$ cat config.mk
export PLATFORM = sky130hd
export DESIGN_NAME = program_memory
export DESIGN_NICKNAME = d
export VERILOG_FILES = /design/src/rtl/program_memory.sv
export SDC_FILE = /design/constraint.sdc
export NUM_CORES = 2
export LEC_CHECK = 0
export ABC_AREA = 1
export BUFFER_PORTS_ARGS = -buffer_cell sky130_fd_sc_hd__buf_2
export CAP_MARGIN = 20
export CELL_PAD_IN_SITES_DETAIL_PLACEMENT = 0
export CELL_PAD_IN_SITES_GLOBAL_PLACEMENT = 2
export CORE_MARGIN = 2
export CORE_UTILIZATION = 30
export DETAILED_ROUTE_END_ITERATION = 12
export GPL_TIMING_DRIVEN = 1
export PLACE_DENSITY = 0.63
export SLEW_MARGIN = 5
export SYNTH_ARGS = -nofsm -noshare
export SYNTH_HDL_FRONTEND = slang
export SYNTH_SLANG_ARGS = --single-unit
$ cat constraint.sdc
create_clock -name clk -period 3.1 [get_ports clk]
set_input_delay 0.31 -clock clk [delete_from_list [all_inputs] [get_ports clk]]
set_output_delay 0.31 -clock clk [all_outputs]
set_load 0.01 [all_outputs]
$ cat src/rtl/program_memory.sv
// -----------------------------------------------------------------------------
// program_memory
//
// Loadable instruction store for the single-cycle core. After reset the array
// is filled through a valid/ready stream; the core is held until the load
// completes, then fetches are served word-addressed from a byte PC.
//
// Parameters
//   DATA_W   instruction width in bits
//   ADDR_W   width of the fetch byte address
//   DEPTH    number of words (power of two, >= 2)
//   REG_OUT  0: combinational fetch, 1: registered fetch (one-cycle latency)
//
// Ports
//   clk, rst_n    clock (rising edge) and asynchronous active-low reset
//   fetch_addr    byte address from the PC
//   instr         fetched instruction, 0 when not a legal fetch in RUN
//   instr_valid   instr is a legal fetch in RUN
//   fault         RUN fetch is misaligned or beyond the loaded program
//   core_hold     stalls the PC while not running
//   load_start    begin or restart a program load
//   load_valid    load_data is presented
//   load_data     program word
//   load_last     final word of the program
//   load_ready    loader accepts a word this cycle
//   load_done     one-cycle pulse on the first RUN cycle
//   load_count    number of words written by the last load
// -----------------------------------------------------------------------------
module program_memory #(
    parameter int DATA_W  = 32,
    parameter int ADDR_W  = 32,
    parameter int DEPTH   = 64,
    parameter int REG_OUT = 0
) (
    input  logic                     clk,
    input  logic                     rst_n,
    input  logic [ADDR_W-1:0]        fetch_addr,
    output logic [DATA_W-1:0]        instr,
    output logic                     instr_valid,
    output logic                     fault,
    output logic                     core_hold,
    input  logic                     load_start,
    input  logic                     load_valid,
    input  logic [DATA_W-1:0]        load_data,
    input  logic                     load_last,
    output logic                     load_ready,
    output logic                     load_done,
    output logic [$clog2(DEPTH):0]   load_count
);

    localparam int IDX_W = $clog2(DEPTH);
    localparam int CNT_W = IDX_W + 1;

    localparam logic [1:0] ST_IDLE = 2'd0;
    localparam logic [1:0] ST_LOAD = 2'd1;
    localparam logic [1:0] ST_RUN  = 2'd2;

    // -------------------------------------------------------------------------
    // Loader state
    // -------------------------------------------------------------------------
    logic [1:0]       state_q,      state_d;
    logic [IDX_W-1:0] ptr_q,        ptr_d;
    logic [CNT_W-1:0] load_count_q, load_count_d;
    logic             load_done_q,  load_done_d;
    logic             wr_en;

    // NOTE: every variable assigned here gets a default first, so no path
    // through the case leaves one unassigned and no latch is inferred.
    always_comb begin
        state_d      = state_q;
        ptr_d        = ptr_q;
        load_count_d = load_count_q;
        wr_en        = 1'b0;

        case (state_q)
            ST_IDLE: begin
                if (load_start) begin
                    state_d      = ST_LOAD;
                    ptr_d        = '0;
                    load_count_d = '0;
                end
            end
            ST_LOAD: begin
                // A restart takes priority over a word presented alongside it.
                if (load_start) begin
                    ptr_d        = '0;
                    load_count_d = '0;
                end else if (load_valid) begin
                    wr_en        = 1'b1;
                    ptr_d        = ptr_q + IDX_W'(1);
                    load_count_d = load_count_q + CNT_W'(1);
                    // Filling the last slot ends the load even without load_last.
                    if (load_last || (ptr_q == IDX_W'(DEPTH - 1))) begin
                        state_d = ST_RUN;
                    end
                end
            end
            ST_RUN: begin
                if (load_start) begin
                    state_d      = ST_LOAD;
                    ptr_d        = '0;
                    load_count_d = '0;
                end
            end
            default: begin
                state_d = ST_IDLE;
            end
        endcase

        load_done_d = (state_q == ST_LOAD) && (state_d == ST_RUN);
    end

    // NOTE: sequential state uses non-blocking assignments so every flop
    // samples pre-edge values regardless of statement order.
    always_ff @(posedge clk or negedge rst_n) begin
        if (!rst_n) begin
            state_q      <= ST_IDLE;
            ptr_q        <= '0;
            load_count_q <= '0;
            load_done_q  <= 1'b0;
        end else begin
            state_q      <= state_d;
            ptr_q        <= ptr_d;
            load_count_q <= load_count_d;
            load_done_q  <= load_done_d;
        end
    end

    // -------------------------------------------------------------------------
    // Word array
    // -------------------------------------------------------------------------
    logic [DATA_W-1:0] mem [DEPTH];

    // NOTE: the array has no reset; stale words past load_count can never be
    // fetched because such fetches fault, so clearing it would buy nothing.
    always_ff @(posedge clk) begin
        if (wr_en) begin
            mem[ptr_q] <= load_data;
        end
    end

    // -------------------------------------------------------------------------
    // Fetch decode
    // -------------------------------------------------------------------------
    logic [ADDR_W-1:0] word_addr;
    logic [IDX_W-1:0]  fetch_idx;
    logic              run;
    logic              legal;
    logic [DATA_W-1:0] instr_d;
    logic              instr_valid_d;
    logic              fault_d;

    // The full word address is compared against load_count so any set upper
    // bit lands out of range, not aliased into the array.
    assign word_addr = {2'b00, fetch_addr[ADDR_W-1:2]};
    assign fetch_idx = fetch_addr[IDX_W+1:2];
    assign run       = (state_q == ST_RUN);

    always_comb begin
        legal         = run && (fetch_addr[1:0] == 2'b00)
                            && (word_addr < ADDR_W'(load_count_q));
        instr_d       = legal ? mem[fetch_idx] : '0;
        instr_valid_d = legal;
        fault_d       = run && !legal;
    end

    generate
        if (REG_OUT != 0) begin : g_reg_out
            logic [DATA_W-1:0] instr_q;
            logic              instr_valid_q;
            logic              fault_q;

            always_ff @(posedge clk or negedge rst_n) begin
                if (!rst_n) begin
                    instr_q       <= '0;
                    instr_valid_q <= 1'b0;
                    fault_q       <= 1'b0;
                end else begin
                    instr_q       <= instr_d;
                    instr_valid_q <= instr_valid_d;
                    fault_q       <= fault_d;
                end
            end

            assign instr       = instr_q;
            assign instr_valid = instr_valid_q;
            assign fault       = fault_q;
            // The first RUN cycle still shows the pre-RUN registered outputs,
            // so the PC is held one more cycle until a real fetch lands.
            assign core_hold   = !run || load_done_q;
        end else begin : g_comb_out
            assign instr       = instr_d;
            assign instr_valid = instr_valid_d;
            assign fault       = fault_d;
            assign core_hold   = !run;
        end
    endgenerate

    assign load_ready = (state_q == ST_LOAD);
    assign load_done  = load_done_q;
    assign load_count = load_count_q;

endmodule

After elaboration in Yosys (flattened, before gate mapping)
Memory sizes are Yosys's and may differ from the RTL's. Index checks and enable logic that the tools add are counted.

Output and inout port bits: 44. Flip-flop bits (word level): 16. Word-level logic and storage cells: 45. Bits of input ports: 69. Memories: 1. Bits in writable memories: 2048.

Eq/ne operators: 6. Reduce and logical (&&, ||, !) cells: 12. Mux-type cells: 19. $add $sub $neg: 2. $lt $le $gt $ge: 1.

Memory list: mem (depth 64, width 32, rd ports 1, clocked after Yosys merged registers in 0, write ports 1, RTL line 132) `logic [DATA_W-1:0] mem [DEPTH];`.

Operators by type and width (count): 32-bit 2-to-1 mux (1); 30-bit by 7-bit < comparator with 1-bit output (1); 7-bit 2-to-1 mux (3); 6-bit 2-to-1 mux (3); 7-bit one-hot mux with 2 select lines (1); 6-bit one-hot mux with 2 select lines (1); 2-bit 2-to-1 mux (4); 7-bit by 1-bit adder with 7-bit output (second input constant) (1); 6-bit by 1-bit adder with 6-bit output (second input constant) (1); 6-bit == test (second input constant) (1); 1-bit 2-to-1 mux (5); 2-bit == test (second input constant) (2); 1-bit logical AND (4); 2-bit zero test (2); 2-bit one-hot mux with 2 select lines (1); 3-bit inequality test (second input constant) (1); 3-bit AND reduction (1); 2-bit by 1-bit == test with 1-bit output (second input constant) (1); 1-bit zero test (2); 2-bit by 1-bit inequality test with 1-bit output (second input constant) (1); 2-bit nonzero test (1); 2-bit OR reduction (1); 1-bit logical OR (1).

Logic depth before layout (Yosys ltp)
Depth in word-level cells: 8. Mapped depth: 13. Depth with buffers taken out: 11.

Worst setup path after synthesis
No wires, ideal clock.

Path kind: register -> register. Start: reg state_q[0]. End: mem mem[11][0], enable pin. Buffers on the path: 1. Required time: 2679 ps. Arrival time: 2710 ps. Clock period less this slack: 3131 ps. Cell stages (with the launch flop): 8. Setup slack: -31 ps. Cells stage by stage: dfrtp_1 inv_1 nor2_1 nand3_1 inv_1 buf_4 nand4_1 nor2_1.

Word-level cells in the longest chain between the ends: 4.

RTL lines: start, declared (RTL line 61) `logic [1:0] state_q, state_d;`; start signal, assigned (RTL line 122) `state_q <= state_d;`; 2-bit by 1-bit == test with 1-bit output; named net load_ready (RTL line 46) `output logic load_ready,`; 1-bit 2-to-1 mux (RTL line 75) `case (state_q)`; 1-bit 2-to-1 mux (RTL line 137) `if (wr_en) begin`; 1-bit 2-to-1 mux (implied by the code) (RTL line 138) `mem[ptr_q] <= load_data;`; end, declared (RTL line 132).

The timed path passes the listed nets, and every way through them passes these cells.

Final worst setup path
Start: reg load_count_q[1], in the netlist load_count[1]. End: out instr[29].

Word-level cells in the longest chain between the ends: 3.

RTL lines: start, declared (RTL line 63) `logic [CNT_W-1:0] load_count_q, load_count_d;`; start signal, assigned (RTL line 124) `load_count_q <= load_count_d;`; 30-bit by 7-bit < comparator with 1-bit output (RTL line 161) `&& (word_addr < ADDR_W'(load_count_q));`; 1-bit logical AND (RTL line 161); 32-bit 2-to-1 mux (RTL line 162) `instr_d = legal ? mem[fetch_idx] : '0;`; end, declared (RTL line 38) `output logic [DATA_W-1:0] instr,`.

No other way between the ends.

==> results.md <==
- Outcome: complete, but fails checks
- Violated checks: negative setup slack
- Final clock period utilization by the worst path: 1.085
- Delay of the slowest cell on the worst path: 0.40 ns
- Post-Route Hold Slack: 0.02454 ns
- Seq cells post-synth: 2064
- Syn-to-layout area delta: 19.58%
- Global-route wire length before repair: 407.0 mm
- Placement Rows: 195
- Count of placed standard cells in the final layout, fillers left out: 11520
- Reported leakage power: 36.65 nW
- Ratio of routed vias to standard cells: 4.902
- Startpoint-to-endpoint class of the critical path: register to primary output
- Cell type with the highest aggregate area in the netlist: sky130_fd_sc_hd__edfxtp_1
- Post-detailed-placement half-perimeter wirelength: 165.4 mm
- Post-route antenna net violation count: 0
- Die height: 535.2 um
- Cell type with the highest occurrence count on the critical path: sky130_fd_sc_hd__buf_12
- Ys Warns: 0
- Sum of buffers and inverters on the critical path: 6
- First-pass iteration count of the detailed router: 7
- Number of setup violations in the final report: 34
- Number of H-tree levels: 4
- Leftover overflow at the end of global routing: 0
- Final Hold Viols: 0
- Root buffer cell: sky130_fd_sc_hd__clkbuf_16
- Sort of element at the start of the critical path: register
- Antenna violations before repair: 13
- Setup repair after global routing missed its margin: true
- Clk_lat worst skew: 0.87 ns
- Vias in the first global route: 53670
- Gate count after technology mapping: 7221
- Slowest cell on crit path: sky130_fd_sc_hd__dfrtp_1
- Fraction of final layout cells sized beyond drive strength 1: 0.1361
- Full die area: 0.2864 sq mm
- CTS sink cnt: 2064
- Effective utilization at floorplan: 0.3007
- Routed wire length: 286.0 mm
- Tightest Hold Check Type: input port to register
- Worst setup EP type: primary output
- Chain of cells forming the critical path: inv_2, ha_4, a21boi_2, o21ai_1, o211ai_1, nand2_1, nand2_4, inv_2, buf_12, buf_12, buf_12, nand2_2, nor2_4, buf_6
- Critical path fanouts, max: 7
- Worst Max-Slew Pin Slew: 1.128 ns
- Share of synthesized area occupied by flip-flops and latches: 0.7312
- Routed WL per cell: 24.83 um
- Slack of the critical path: -0.2625 ns
- Number of remaining DRC errors: 0
- Maximum vdd ir drop: 0.4501 mV
- Share of the synthesized area in the top cell type: 0.7265
- Total instance count after detailed placement: 11060
- Library cells used by synthesis: 29
- Mapped Avg Cell Area: 11.72 sq um
- Post-layout net count: 7663
- Max Clk Rate: 297.4 MHz
- Design area: 0.1012 sq mm
- Leading cell types by total area after synthesis: sky130_fd_sc_hd__edfxtp_1 (73%), sky130_fd_sc_hd__nand3_1 (11%), sky130_fd_sc_hd__nand2_1 (10%)
- Horizontal extent of the die: 535.2 um
- Fill cell count: 27620
- Layout Skew: 0.03110 ns
- Post-synth design cell area: 0.08465 sq mm
- Count of input and output buffers: 112
- Clock tree from TritonCTS: done
- Placed Area: 0.09299 sq mm
- Max-slew violation count: 0
- Initial DRC Count: 5011
- Cell family with most CP delay: buffers and inverters
- Critical Path RT: 2.79 ns
- Arr. time, crit path: 3.05 ns
- Pin count of the biggest net entering global routing: 109
- Worst-case clock buffer depth: 4
- Clock slew at the register clock pins of the worst setup and hold paths: 0.06 ns
- Power per standard cell area: 611.1 mW/mm^2
- Number of top-level pins: 113
- Syn Nets: 7298
- TritonCTS buffer count: 230
- Slew headroom: 0.2481
- Weighted congestion at the end of routability-driven global placement: 0.7904
- Max capacitance violation total: 0
- Post-route minimum period: 3.363 ns
- Total routing resource utilization after global routing: 0.1963
- Vias after detailed routing: 56460
- Area of the core: 0.2816 sq mm
==> cell usage after synthesis <==
cell type,n
sky130_fd_sc_hd__a21boi_0,1
sky130_fd_sc_hd__a21o_1,1
sky130_fd_sc_hd__a21oi_1,13
sky130_fd_sc_hd__a31oi_1,1
sky130_fd_sc_hd__buf_1,38
sky130_fd_sc_hd__buf_2,227
sky130_fd_sc_hd__buf_4,84
sky130_fd_sc_hd__buf_6,24
sky130_fd_sc_hd__clkbuf_1,77
sky130_fd_sc_hd__clkbuf_2,1
sky130_fd_sc_hd__clkinv_1,1
sky130_fd_sc_hd__dfrtp_1,16
sky130_fd_sc_hd__edfxtp_1,2048
sky130_fd_sc_hd__ha_1,8
sky130_fd_sc_hd__inv_1,300
sky130_fd_sc_hd__inv_2,1
sky130_fd_sc_hd__inv_6,1
sky130_fd_sc_hd__nand2_1,2264
sky130_fd_sc_hd__nand3_1,1827
sky130_fd_sc_hd__nand4_1,8
sky130_fd_sc_hd__nor2_1,181
sky130_fd_sc_hd__nor3_1,5
sky130_fd_sc_hd__nor3b_1,1
sky130_fd_sc_hd__nor4_1,5
sky130_fd_sc_hd__o211ai_1,7
sky130_fd_sc_hd__o21ai_0,35
sky130_fd_sc_hd__o22ai_1,1
sky130_fd_sc_hd__o31ai_1,1
sky130_fd_sc_hd__or2_2,44
==> repair_timing <==
action	CTS	global route
pin swaps	23	34
buffers inserted	8	10
gates cloned	1	0
hold endpoints to repair	340	13
endpoints found under the setup margin	34	34
gates resized for setup	116	38
hold buffers	21	1
==> flip-flops by register name (all words and copies together), names as in the netlist <==
| signal | count |
|---|---|
| ptr_q | 6 |
| load_count | 7 |
| load_done | 1 |
| mem | 2048 |
| state_q | 2 |
==> worst reg2reg max path, delay by kind of cell, from the launching register on <==
family / cells / cell delay [ns]
simple gates: 4 / 0.90
buf+inv: 4 / 1.04
flops: 1 / 0.40
==> layout make-up <==
cell class	count	area [sq um]	share of cell area
clock inverter	128	1160	0.01146
inverter	303	1184	0.01169
antenna	8	20.02	0.0001978
timing repair buffer	584	6187	0.06112
multi-input combinational	4403	20090	0.1985
sequential	2064	61900	0.6115
clock buffer	285	6005	0.05931
tap	3743	4683	0.04626
==> metal layers <==
metal	vias to the layer above	routed length [um]	track usage
li1	25950	-	-
met1	28710	133800	0.2873
met2	1468	131400	0.3119
met3	321	14860	0.02439
met4	4	5956	0.04041
met5	-	23	0
==> cells in the final DEF (no fill, tap or decap), types with 34 or more instances in the layout <==
cell type / synthesis / routed
sky130_fd_sc_hd__edfxtp_1: 2048 / 2048
sky130_fd_sc_hd__inv_1: 300 / 292
sky130_fd_sc_hd__o21ai_0: 35 / 34
sky130_fd_sc_hd__clkbuf_1: 77 / 53
sky130_fd_sc_hd__clkinv_2: 0 / 40
sky130_fd_sc_hd__buf_2: 227 / 81
sky130_fd_sc_hd__nor2_1: 181 / 84
sky130_fd_sc_hd__buf_4: 84 / 305
sky130_fd_sc_hd__clkinv_1: 1 / 54
sky130_fd_sc_hd__nand2_1: 2264 / 2235
sky130_fd_sc_hd__nor2_4: 0 / 90
sky130_fd_sc_hd__buf_12: 0 / 142
sky130_fd_sc_hd__clkbuf_16: 0 / 232
sky130_fd_sc_hd__nand3_1: 1827 / 1827
sky130_fd_sc_hd__or2_2: 44 / 44
==> metrics by stage <==
stage / util / TNS (ns) / worst slack, ns / power, mW
after floorplan: - / -47.72 / -0.03131 / 33.54
after detailed placement: 0.3303 / -0.4338 / -0.1737 / 35.84
after global placement: 0.3302 / -0.5443 / -0.1857 / 35.83
after CTS: 0.3585 / -9.781 / -0.3568 / 62.50
final: 0.3595 / -6.167 / -0.2625 / 61.87
after global routing: 0.3595 / -10.99 / -0.3909 / 63.88
==> report_power, final <==
group          internal [mW]  switching [mW]  total, mW
Clock                   15.3            11.2       26.5
Combinational           1.26            3.17       4.43
Sequential              30.8          0.0669       30.9
==> kinds of logic (layout without fill, tap and decap cells) <==
| logic type | Yosys count | after routing | synth area share |
|---|---|---|---|
| DFF | 2064 | 2064 | 0.7312 |
| adders and majority gates | 8 | 8 | 0.001182 |
| other | 0 | 8 | 0 |
| buffers and inverters | 754 | 1300 | 0.04271 |
| AOI/OAI and AO/OA | 60 | 60 | 0.003873 |
| and+or+nand+nor | 4335 | 4335 | 0.2210 |
==> final timing paths <==
check | start | endpoint | slack [ns] | depth (start not counted)
max | load_count[1] | instr[29] | -0.26 | 14
min | load_data[7] | mem[28][7] | 0.02 | 1
max reg2reg | state_q[0] | mem[17][0] | 0.42 | 8
min reg2reg | state_q[0] | state_q[0] | 0.55 | 1
max in group asynchronous | rst_n | ptr_q[5] | 1.96 | 3
min in group asynchronous | rst_n | state_q[0] | 0.62 | 3
Note: power is estimated with default switching activity, not from simulation.
